`src/rtl/wbuf_if.sv`:
```
// Store-path and dm-side bus of the posted-store write buffer.
// Latency: none; this file only bundles the signals.
// Backpressure: Full/Overflow are returned to the store path; dm paces the buffer with DrainEn.
// Ports: store push (Push/PushPc/PushAddr/PushData), drain enable, load lookup address;
//        status flags, dm write port (MemWrite/Addr/Wdata/pc), forwarding result (LdHit/LdData).
interface wbuf_if;
    logic        wbuf_Push;
    logic [31:0] wbuf_PushPc;
    logic [31:0] wbuf_PushAddr;
    logic [31:0] wbuf_PushData;
    logic        wbuf_DrainEn;
    logic [31:0] wbuf_LdAddr;
    logic        wbuf_Full;
    logic        wbuf_Empty;
    logic        wbuf_Overflow;
    logic        wbuf_MemWrite;
    logic [31:0] wbuf_Addr;
    logic [31:0] wbuf_Wdata;
    logic [31:0] wbuf_pc;
    logic        wbuf_LdHit;
    logic [31:0] wbuf_LdData;

    // Datapath / dm side: drives requests, observes buffer state.
    modport master (
        output wbuf_Push, wbuf_PushPc, wbuf_PushAddr, wbuf_PushData,
        output wbuf_DrainEn, wbuf_LdAddr,
        input  wbuf_Full, wbuf_Empty, wbuf_Overflow,
        input  wbuf_MemWrite, wbuf_Addr, wbuf_Wdata, wbuf_pc,
        input  wbuf_LdHit, wbuf_LdData
    );

    // Write buffer side.
    modport slave (
        input  wbuf_Push, wbuf_PushPc, wbuf_PushAddr, wbuf_PushData,
        input  wbuf_DrainEn, wbuf_LdAddr,
        output wbuf_Full, wbuf_Empty, wbuf_Overflow,
        output wbuf_MemWrite, wbuf_Addr, wbuf_Wdata, wbuf_pc,
        output wbuf_LdHit, wbuf_LdData
    );
endinterface

```
`src/rtl/wbuf.sv`:
```
// Posted-store write buffer: in-order FIFO of {pc, addr, data} drained to dm, with load forwarding.
// Latency: a push at edge N is visible on the drain port after N; earliest dm write at edge N+1.
// Backpressure: drains only while DrainEn=1; a push while Full is dropped and sets sticky Overflow.
// Ports: wbuf_clk (rising edge), wbuf_reset (synchronous, active high), bus (wbuf_if.slave).
module wbuf #(
    parameter int DEPTH = 4,   // power of two, >= 2
    parameter int PTRW  = 2    // log2(DEPTH)
) (
    input  logic   wbuf_clk,
    input  logic   wbuf_reset,
    wbuf_if.slave  bus
);

    localparam logic [PTRW-1:0] PTR_ONE  = 1;
    localparam logic [PTRW:0]   CNT_ONE  = 1;
    localparam logic [PTRW:0]   CNT_FULL = DEPTH[PTRW:0];

    logic [PTRW-1:0] rd_q, rd_d;
    logic [PTRW-1:0] wr_q, wr_d;
    logic [PTRW:0]   cnt_q, cnt_d;
    logic            ovf_q, ovf_d;

    // Entry contents carry no reset: validity comes from rd/count alone.
    logic [31:0] pc_q   [DEPTH];
    logic [31:0] addr_q [DEPTH];
    logic [31:0] data_q [DEPTH];

    logic full, empty, push_ok, drain;

    // Flags come straight from registered count, so they are glitch-free.
    assign full    = (cnt_q == CNT_FULL);
    assign empty   = (cnt_q == '0);
    // Full is judged before any same-cycle drain: a push into a full buffer is lost.
    assign push_ok = bus.wbuf_Push && !full;
    assign drain   = bus.wbuf_DrainEn && !empty;

    always_comb begin
        rd_d  = rd_q;
        wr_d  = wr_q;
        cnt_d = cnt_q;
        ovf_d = ovf_q;
        if (push_ok) begin
            wr_d = wr_q + PTR_ONE;
        end
        if (drain) begin
            rd_d = rd_q + PTR_ONE;
        end
        case ({push_ok, drain})
            2'b10:   cnt_d = cnt_q + CNT_ONE;
            2'b01:   cnt_d = cnt_q - CNT_ONE;
            default: cnt_d = cnt_q;
        endcase
        if (bus.wbuf_Push && full) begin
            ovf_d = 1'b1;
        end
    end

    always_ff @(posedge wbuf_clk) begin
        if (wbuf_reset) begin
            rd_q  <= '0;
            wr_q  <= '0;
            cnt_q <= '0;
            ovf_q <= 1'b0;
        end else begin
            rd_q  <= rd_d;
            wr_q  <= wr_d;
            cnt_q <= cnt_d;
            ovf_q <= ovf_d;
        end
    end

    always_ff @(posedge wbuf_clk) begin
        if (!wbuf_reset && push_ok) begin
            pc_q[wr_q]   <= bus.wbuf_PushPc;
            addr_q[wr_q] <= bus.wbuf_PushAddr;
            data_q[wr_q] <= bus.wbuf_PushData;
        end
    end

    // Drain port: head entry, forced to zero when nothing is pending.
    assign bus.wbuf_MemWrite = drain;
    assign bus.wbuf_Addr     = empty ? 32'h0 : addr_q[rd_q];
    assign bus.wbuf_Wdata    = empty ? 32'h0 : data_q[rd_q];
    assign bus.wbuf_pc       = empty ? 32'h0 : pc_q[rd_q];
    assign bus.wbuf_Full     = full;
    assign bus.wbuf_Empty    = empty;
    assign bus.wbuf_Overflow = ovf_q;

    // Forwarding: walk entries oldest to youngest so the last match (youngest) wins.
    // The head is still searched while it drains; this cycle's push is not yet stored.
    logic [PTRW-1:0] fw_idx;
    logic [PTRW:0]   fw_age;
    logic            ld_hit;
    logic [31:0]     ld_data;

    always_comb begin
        fw_idx  = '0;
        fw_age  = '0;
        ld_hit  = 1'b0;
        ld_data = 32'h0;
        for (int k = 0; k < DEPTH; k++) begin
            fw_idx = rd_q + k[PTRW-1:0];
            fw_age = k[PTRW:0];
            if ((fw_age < cnt_q) && (addr_q[fw_idx][11:2] == bus.wbuf_LdAddr[11:2])) begin
                ld_hit  = 1'b1;
                ld_data = data_q[fw_idx];
            end
        end
    end

    assign bus.wbuf_LdHit  = ld_hit;
    assign bus.wbuf_LdData = ld_data;

endmodule

```
`src/flat_wrapper.sv`:
```
// flat-port wrapper written by rule: the top's interface ports become plain ports
module wbuf_flat 
#(
    parameter int DEPTH = 4,                        
    parameter int PTRW  = 2                  
)
  (wbuf_clk, wbuf_reset, bus_wbuf_Push, bus_wbuf_PushPc, bus_wbuf_PushAddr, bus_wbuf_PushData, bus_wbuf_DrainEn, bus_wbuf_LdAddr, bus_wbuf_Full, bus_wbuf_Empty, bus_wbuf_Overflow, bus_wbuf_MemWrite, bus_wbuf_Addr, bus_wbuf_Wdata, bus_wbuf_pc, bus_wbuf_LdHit, bus_wbuf_LdData);
  wbuf_if bus_i ();
  input  logic wbuf_clk;
  input  logic wbuf_reset;
  input wire logic [$bits(bus_i.wbuf_Push)-1:0] bus_wbuf_Push;
  input wire logic [$bits(bus_i.wbuf_PushPc)-1:0] bus_wbuf_PushPc;
  input wire logic [$bits(bus_i.wbuf_PushAddr)-1:0] bus_wbuf_PushAddr;
  input wire logic [$bits(bus_i.wbuf_PushData)-1:0] bus_wbuf_PushData;
  input wire logic [$bits(bus_i.wbuf_DrainEn)-1:0] bus_wbuf_DrainEn;
  input wire logic [$bits(bus_i.wbuf_LdAddr)-1:0] bus_wbuf_LdAddr;
  output wire logic [$bits(bus_i.wbuf_Full)-1:0] bus_wbuf_Full;
  output wire logic [$bits(bus_i.wbuf_Empty)-1:0] bus_wbuf_Empty;
  output wire logic [$bits(bus_i.wbuf_Overflow)-1:0] bus_wbuf_Overflow;
  output wire logic [$bits(bus_i.wbuf_MemWrite)-1:0] bus_wbuf_MemWrite;
  output wire logic [$bits(bus_i.wbuf_Addr)-1:0] bus_wbuf_Addr;
  output wire logic [$bits(bus_i.wbuf_Wdata)-1:0] bus_wbuf_Wdata;
  output wire logic [$bits(bus_i.wbuf_pc)-1:0] bus_wbuf_pc;
  output wire logic [$bits(bus_i.wbuf_LdHit)-1:0] bus_wbuf_LdHit;
  output wire logic [$bits(bus_i.wbuf_LdData)-1:0] bus_wbuf_LdData;
  assign bus_i.wbuf_Push = bus_wbuf_Push;
  assign bus_i.wbuf_PushPc = bus_wbuf_PushPc;
  assign bus_i.wbuf_PushAddr = bus_wbuf_PushAddr;
  assign bus_i.wbuf_PushData = bus_wbuf_PushData;
  assign bus_i.wbuf_DrainEn = bus_wbuf_DrainEn;
  assign bus_i.wbuf_LdAddr = bus_wbuf_LdAddr;
  assign bus_wbuf_Full = bus_i.wbuf_Full;
  assign bus_wbuf_Empty = bus_i.wbuf_Empty;
  assign bus_wbuf_Overflow = bus_i.wbuf_Overflow;
  assign bus_wbuf_MemWrite = bus_i.wbuf_MemWrite;
  assign bus_wbuf_Addr = bus_i.wbuf_Addr;
  assign bus_wbuf_Wdata = bus_i.wbuf_Wdata;
  assign bus_wbuf_pc = bus_i.wbuf_pc;
  assign bus_wbuf_LdHit = bus_i.wbuf_LdHit;
  assign bus_wbuf_LdData = bus_i.wbuf_LdData;
  wbuf #(.DEPTH(DEPTH), .PTRW(PTRW)) u_core (.wbuf_clk(wbuf_clk), .wbuf_reset(wbuf_reset), .bus(bus_i));
endmodule
```
`config.mk`:
```
export PLATFORM = sky130hd
export DESIGN_NAME = wbuf_flat
export DESIGN_NICKNAME = d
export VERILOG_FILES = /design/src/rtl/wbuf_if.sv /design/src/rtl/wbuf.sv /design/src/flat_wrapper.sv
export SDC_FILE = /design/constraint.sdc
export NUM_CORES = 1
export LEC_CHECK = 0
export CAP_MARGIN = 10
export CORE_UTILIZATION = 40
export DETAILED_ROUTE_END_ITERATION = 10
export HOLD_SLACK_MARGIN = 0.08
export SYNTH_ARGS = -nofsm -noshare
export SYNTH_HDL_FRONTEND = slang
export SYNTH_SLANG_ARGS = --single-unit
export TNS_END_PERCENT = 30
```
`constraint.sdc`:
```
create_clock -name wbuf_clk -period 4.6 [get_ports wbuf_clk]
set_input_delay 0.46 -clock wbuf_clk [delete_from_list [all_inputs] [get_ports wbuf_clk]]
set_output_delay 0.46 -clock wbuf_clk [all_outputs]
set_load 0.02 [all_outputs]
```
# Yosys cells after proc, flatten, opt, wreduce, memory -nomap -nowiden
# Memory sizes are Yosys's and may differ from the RTL's. A register that Yosys moved wholly into a read port is not among the register bits.
# Index checks and enable logic that the tools add are counted.
# classes
add_sub_neg	6
order_cmp	4
eq_ne	7
mux	20
n_reduce_logical	13
# ops
operator	n
two-way mux 32 bit	7
== test 10 bit	4
two-way mux 2 bit	6
logical AND 1 bit	8
less-than comparator 1 x 3 -> 1 bit (first input constant)	2
less-than comparator 2 x 3 -> 1 bit (first input constant)	2
two-way mux 1 bit	6
one-hot mux 3 bit (2 select lines)	1
adder 2 x 1 -> 2 bit (second input constant)	2
adder 2 bit (second input constant)	2
adder 3 x 1 -> 3 bit (second input constant)	1
== test 3 bit (second input constant)	1
zero test 1 bit	3
zero test 3 bit	1
subtractor 3 x 1 -> 3 bit (second input constant)	1
== test 2 x 1 -> 1 bit (second input constant)	1
== test 2 bit (second input constant)	1
nonzero test 2 bit	1
# totals
ff_bits	8
ram_bits	384
out_inout_bits	133
wordCells	57
memories	3
# mem_list
name	depth	width	read_ports	rd_clocked_by_memory_dff	write_ports	line_no	rtl
u_core.addr_q	4	32	4	1	1	wbuf.sv:25	logic [31:0] addr_q [DEPTH];
u_core.data_q	4	32	4	1	1	wbuf.sv:26	logic [31:0] data_q [DEPTH];
u_core.pc_q	4	32	1	1	1	wbuf.sv:24	logic [31:0] pc_q [DEPTH];

# Logic depth before layout (Yosys ltp)
# An unclocked memory read counts as a cell.
# logic_depth
depth_word	7
ltp_mapped	12

# Worst setup path before layout
# Ideal clock, no wire load.
# synth_path
kind	reg2reg
from	register u_core.cnt_q[0]
to	memory u_core.addr_q[0][0], enable pin
t_arrival_ps	3571
required_time_ps	4134
slack_ps	563
stages_incl_launch_ff	7
path_buffers	0
synth_period_minus_slack_ps	4037
path_cell_list	dfxtp_1 -> inv_1 -> ha_1 -> and2_1 -> nand2b_1 -> nor2_1 -> and2_1
# synth_between
elab_chain_len	6
# synth_lines
item	line_no	rtl
from (decl)	wbuf.sv:20	logic [PTRW:0] cnt_q, cnt_d;
from (signal assigned)	wbuf.sv:67	cnt_q <= cnt_d;
== test 3 bit	wbuf.sv:31	assign full = (cnt_q == CNT_FULL);
net bus_wbuf_Full	flat_wrapper.sv:17	output wire logic [$bits(bus_i.wbuf_Full)-1:0] bus_wbuf_Full;
zero test 1 bit	wbuf.sv:34	assign push_ok = bus.wbuf_Push && !full;
logical AND 1 bit	wbuf.sv:34	
logical AND 1 bit	wbuf.sv:73	if (!wbuf_reset && push_ok) begin
two-way mux 1 bit	wbuf.sv:73	
two-way mux 1 bit (not written as such)	wbuf.sv:75	addr_q[wr_q] <= bus.wbuf_PushAddr;
to (decl)	wbuf.sv:25	
# The timed path passes the listed nets, and every way through them passes these cells.

# Worst setup path in the final report
# layout_path
from	register u_core.rd_q[0]
to	output bus_wbuf_LdData[30]
# layout_between
elab_chain_len	7
word_cells_on_any_way	14
classes_between	add/sub (3); eq/ne (3); mux (3); reduce/logical (3); memory (2)
# layout_lines
item	line_no	rtl
from (decl)	wbuf.sv:18	logic [PTRW-1:0] rd_q, rd_d;
from (signal assigned)	wbuf.sv:65	rd_q <= rd_d;
adder 2 x 1 -> 2 bit	wbuf.sv:102	fw_idx = rd_q + k[PTRW-1:0];
memory (4 x 32 bit)	--	
== test 10 bit	wbuf.sv:104	if ((fw_age < cnt_q) && (addr_q[fw_idx][11:2] == bus.wbuf_LdAddr[11:2])) begin
logical AND 1 bit	wbuf.sv:104	
two-way mux 32 bit (2 in series)	wbuf.sv:104	
two-way mux 32 bit *	wbuf.sv:104	
to (decl)	flat_wrapper.sv:25	output wire logic [$bits(bus_i.wbuf_LdData)-1:0] bus_wbuf_LdData;
# Mark *: on every way between the ends. The rest lies on a longest branch, timed or not.

==> metrics.csv <==
metric,value,unit
nets,1708,
fillCellCount,4129,
skew,0.008697,ns
pwr-share-seq,33.3,%
clockBufferDepth,3,
dr.first_iter.drc_count,934,
busiest_layer,met2,
power_density,515.5,mW/mm2
yosys.area.top_type,edfxtp_1,
grt_overflow,0,
synth_warnings,0,
cap_violations,0,
rsz0062_at_grt,false,
path_max_fanout,26,
endpoint_kind,output pin,
status,"complete, no violations",
htreeDepth,2,
route.detailed.drc,0,
vias,12850,
timing.final.ws_setup,0.1255,ns
timing.critical_path.from,u_core.rd_q[0]$_SDFFE_PP0P_,
core,0.04915,mm2
worst_slew_pin_slew,0.8083,ns
fmax,0.2235,GHz
die_h,225.8,um
post_dp_cell_area,0.02330,mm2
path_class,reg -> out,
syn-cell-area,0.02003,mm2
hold_class,reg -> reg,
r2r_start,u_core.cnt_q[0]$_SDFFE_PP0P_,
synth_top_area_share,57.57,%
finalHoldViolations,0,
r2r_cells,7,
cp.required,4.14,ns
final_area,0.02491,mm2
synth_edf_count,384,
seqCellArea,0.01175,mm2
place.gp.congestion,0.8211,
vias_per_cell,5.667,
synth.most_common_cell,edfxtp_1,
r2r_end,u_core.pc_q[3][28]$_DFFE_PP_,
cts_hold_buf,0,
syn_avg_cell_area,15.04,um2
dp_hpwl,31950,um
min_period_over_period,97.27,%
synth-async-reset-ratio,0,%
synthTopCellsByCount,"edfxtp_1, mux2i_1, nor2b_1, mux4_2, nand2_1",
die-width,225.8,um
ys_seq_elements,394,
p_leak,7.627,nW
drt-pass1-iter-count,7,
final.min_clock_period,4.474,ns
dieArea,0.05097,mm2
ant_nets,0,
yosys-top-cells-area,"edfxtp_1, mux4_2, mux2i_1",
ir_drop,415.8,uV
multi_input_area,0.007840,mm2
track_usage,20.84,%
switchingPower,4.369,mW
rows,81,
grt_pass1_wl,79380,um
startpoint_type,flop,
slew_violations,0,
drt_wl_total,53810,um
ys_seq_area_share,58.57,%
setup_violations,0,
root_buffer,clkbuf_16,
use_met1,26.53,%
hold_depth,2,
slew_headroom,46.11,%
synthCells,1332,
port_buffers,242,
avgRoutedWirePerCell,23.73,um
cts.sinks,394,
totalNegativeSetupSlack,0,ns
clkTransAtPathRegs,0.05,ns
synth.distinct_cells,58,
grt_max_degree,88,
r2r_slack,1.77,ns
num_io_pins,265,
switching_share,34.02,%
pwr-share-comb,39.8,%
grt_pass1_vias,12960,
area_delta_synth_final,24.37,%
arrival,4.01,ns
final_layout_size_suffix_gt1_share,20.02,%
p_int,8.474,mW
cts_tree,built,
use_met2,34.30,%
met3_usage,5.803,%
clock_latency,0.58,ns
clkPwrFrac,26.8,%
synth_fp_nets,1473,
antenna_found_initial,7,
place_inst,2172,
initial_utilization,40.75,%
endpoint,bus_wbuf_LdData[30],
ys.flop_type,edfxtp_1,
fin_cells,2268,
post-place-ws,0.3688,ns
cts_buffers,45,
final cells by class:
cell class / count / area share (%)
antenna: 1 / 0.01004
clock buffer: 54 / 4.696
clock inverter: 29 / 1.065
inverter: 7 / 0.1205
multi-input combinational: 824 / 31.47
sequential: 394 / 47.15
tap: 664 / 3.335
timing repair buffer: 295 / 12.15
registers in the layout (all words and copies together) (netlist names), named ones only:
name / cells
u_core.data_q: 128
u_core.wr_q: 2
u_core.rd_q: 2
u_core.addr_q: 128
u_core.cnt_q: 3
u_core.bus.wbuf_Overflow: 1
u_core.pc_q: 128
logic make-up after synthesis:
kind of cell               share of synthesized area, %
muxes                                             19.93
AOI/OAI and AO/OA                                 9.089
and+or+nand+nor                                   6.959
xor gates and xnor gates                          2.274
DFF                                               58.57
adders and majority gates                        0.5622
buffers and inverters                             2.624
timing repair:
item	4_1_cts	5_1_grt
cloned	0	1
resized for setup	5	3
pin swaps	0	2
buffers inserted	2	9
endpoints found under the setup margin	31	31
metrics by stage:
stage / hold WS, ns / total power [mW] / util, %
2_1_floorplan: 0.5175 / 7.496 / -
3_3_place_gp: 0.4503 / 9.416 / 47.40
3_5_place_dp: 0.4583 / 9.442 / 47.40
4_1_cts: 0.4638 / 12.96 / 50.43
5_1_grt: 0.4882 / 13.42 / 50.68
6_report: 0.4667 / 12.84 / 50.68
power by group through the flow:
stage / clock, mW / sequential, mW / combinational (mW)
2_1_floorplan: 0 / 4.28 / 3.22
3_3_place_gp: 0 / 4.39 / 5.02
3_5_place_dp: 0 / 4.40 / 5.04
4_1_cts: 3.54 / 4.31 / 5.11
5_1_grt: 3.67 / 4.30 / 5.45
6_report: 3.45 / 4.28 / 5.12
per-layer routing:
layer | vias up | routed length [um]
met5 | - | 85
met4 | 12 | 1146
met3 | 97 | 4094
met2 | 435 | 25970
met1 | 6492 | 22520
li1 | 5817 | -
worst min path at each step:
stage,startpoint,endpoint,slack (ns)
final,u_core.bus.wbuf_Overflow$_SDFFE_PP0P_,u_core.bus.wbuf_Overflow$_SDFFE_PP0P_,0.47
after CTS,bus_wbuf_PushAddr[0],u_core.addr_q[0][0]$_DFFE_PP_,0.46
after detailed placement,u_core.bus.wbuf_Overflow$_SDFFE_PP0P_,u_core.bus.wbuf_Overflow$_SDFFE_PP0P_,0.46
after floorplan,u_core.wr_q[1]$_SDFFE_PP0P_,u_core.wr_q[1]$_SDFFE_PP0P_,0.52
after global placement,u_core.bus.wbuf_Overflow$_SDFFE_PP0P_,u_core.bus.wbuf_Overflow$_SDFFE_PP0P_,0.45
after global routing,u_core.bus.wbuf_Overflow$_SDFFE_PP0P_,u_core.bus.wbuf_Overflow$_SDFFE_PP0P_,0.49
worst max-delay path, stage by stage (launching register included):
cell and delay [ns]:
dfxtp_4 0.51, clkinvlp_4 0.36, buf_4 0.26, mux2i_1 0.30
o2111ai_4 0.37, o32ai_4 0.25, buf_12 0.25, a31oi_1 0.06
a2bb2oi_1 0.38, clkdlybuf4s50_1 0.69
cell usage in the layout, fill, tap and decap left out, types with 9 or more instances in the layout:
| master | n |
|---|---|
| nand4_1 | 9 |
| clkinv_1 | 14 |
| buf_4 | 34 |
| nor3b_1 | 17 |
| nand2_1 | 63 |
| nor2b_1 | 102 |
| nand3_1 | 12 |
| mux2i_1 | 141 |
| nor2_1 | 13 |
| edfxtp_1 | 384 |
| ha_1 | 9 |
| o31ai_1 | 31 |
| o22ai_1 | 32 |
| mux2_2 | 35 |
| clkdlybuf4s50_1 | 240 |
| xnor2_1 | 45 |
| a211oi_1 | 11 |
| buf_12 | 13 |
| clkbuf_16 | 46 |
| o22a_1 | 17 |
| mux4_2 | 96 |
| a31o_2 | 49 |
| a21oi_1 | 44 |
No activity file was read; power rests on OpenSTA's default activity.
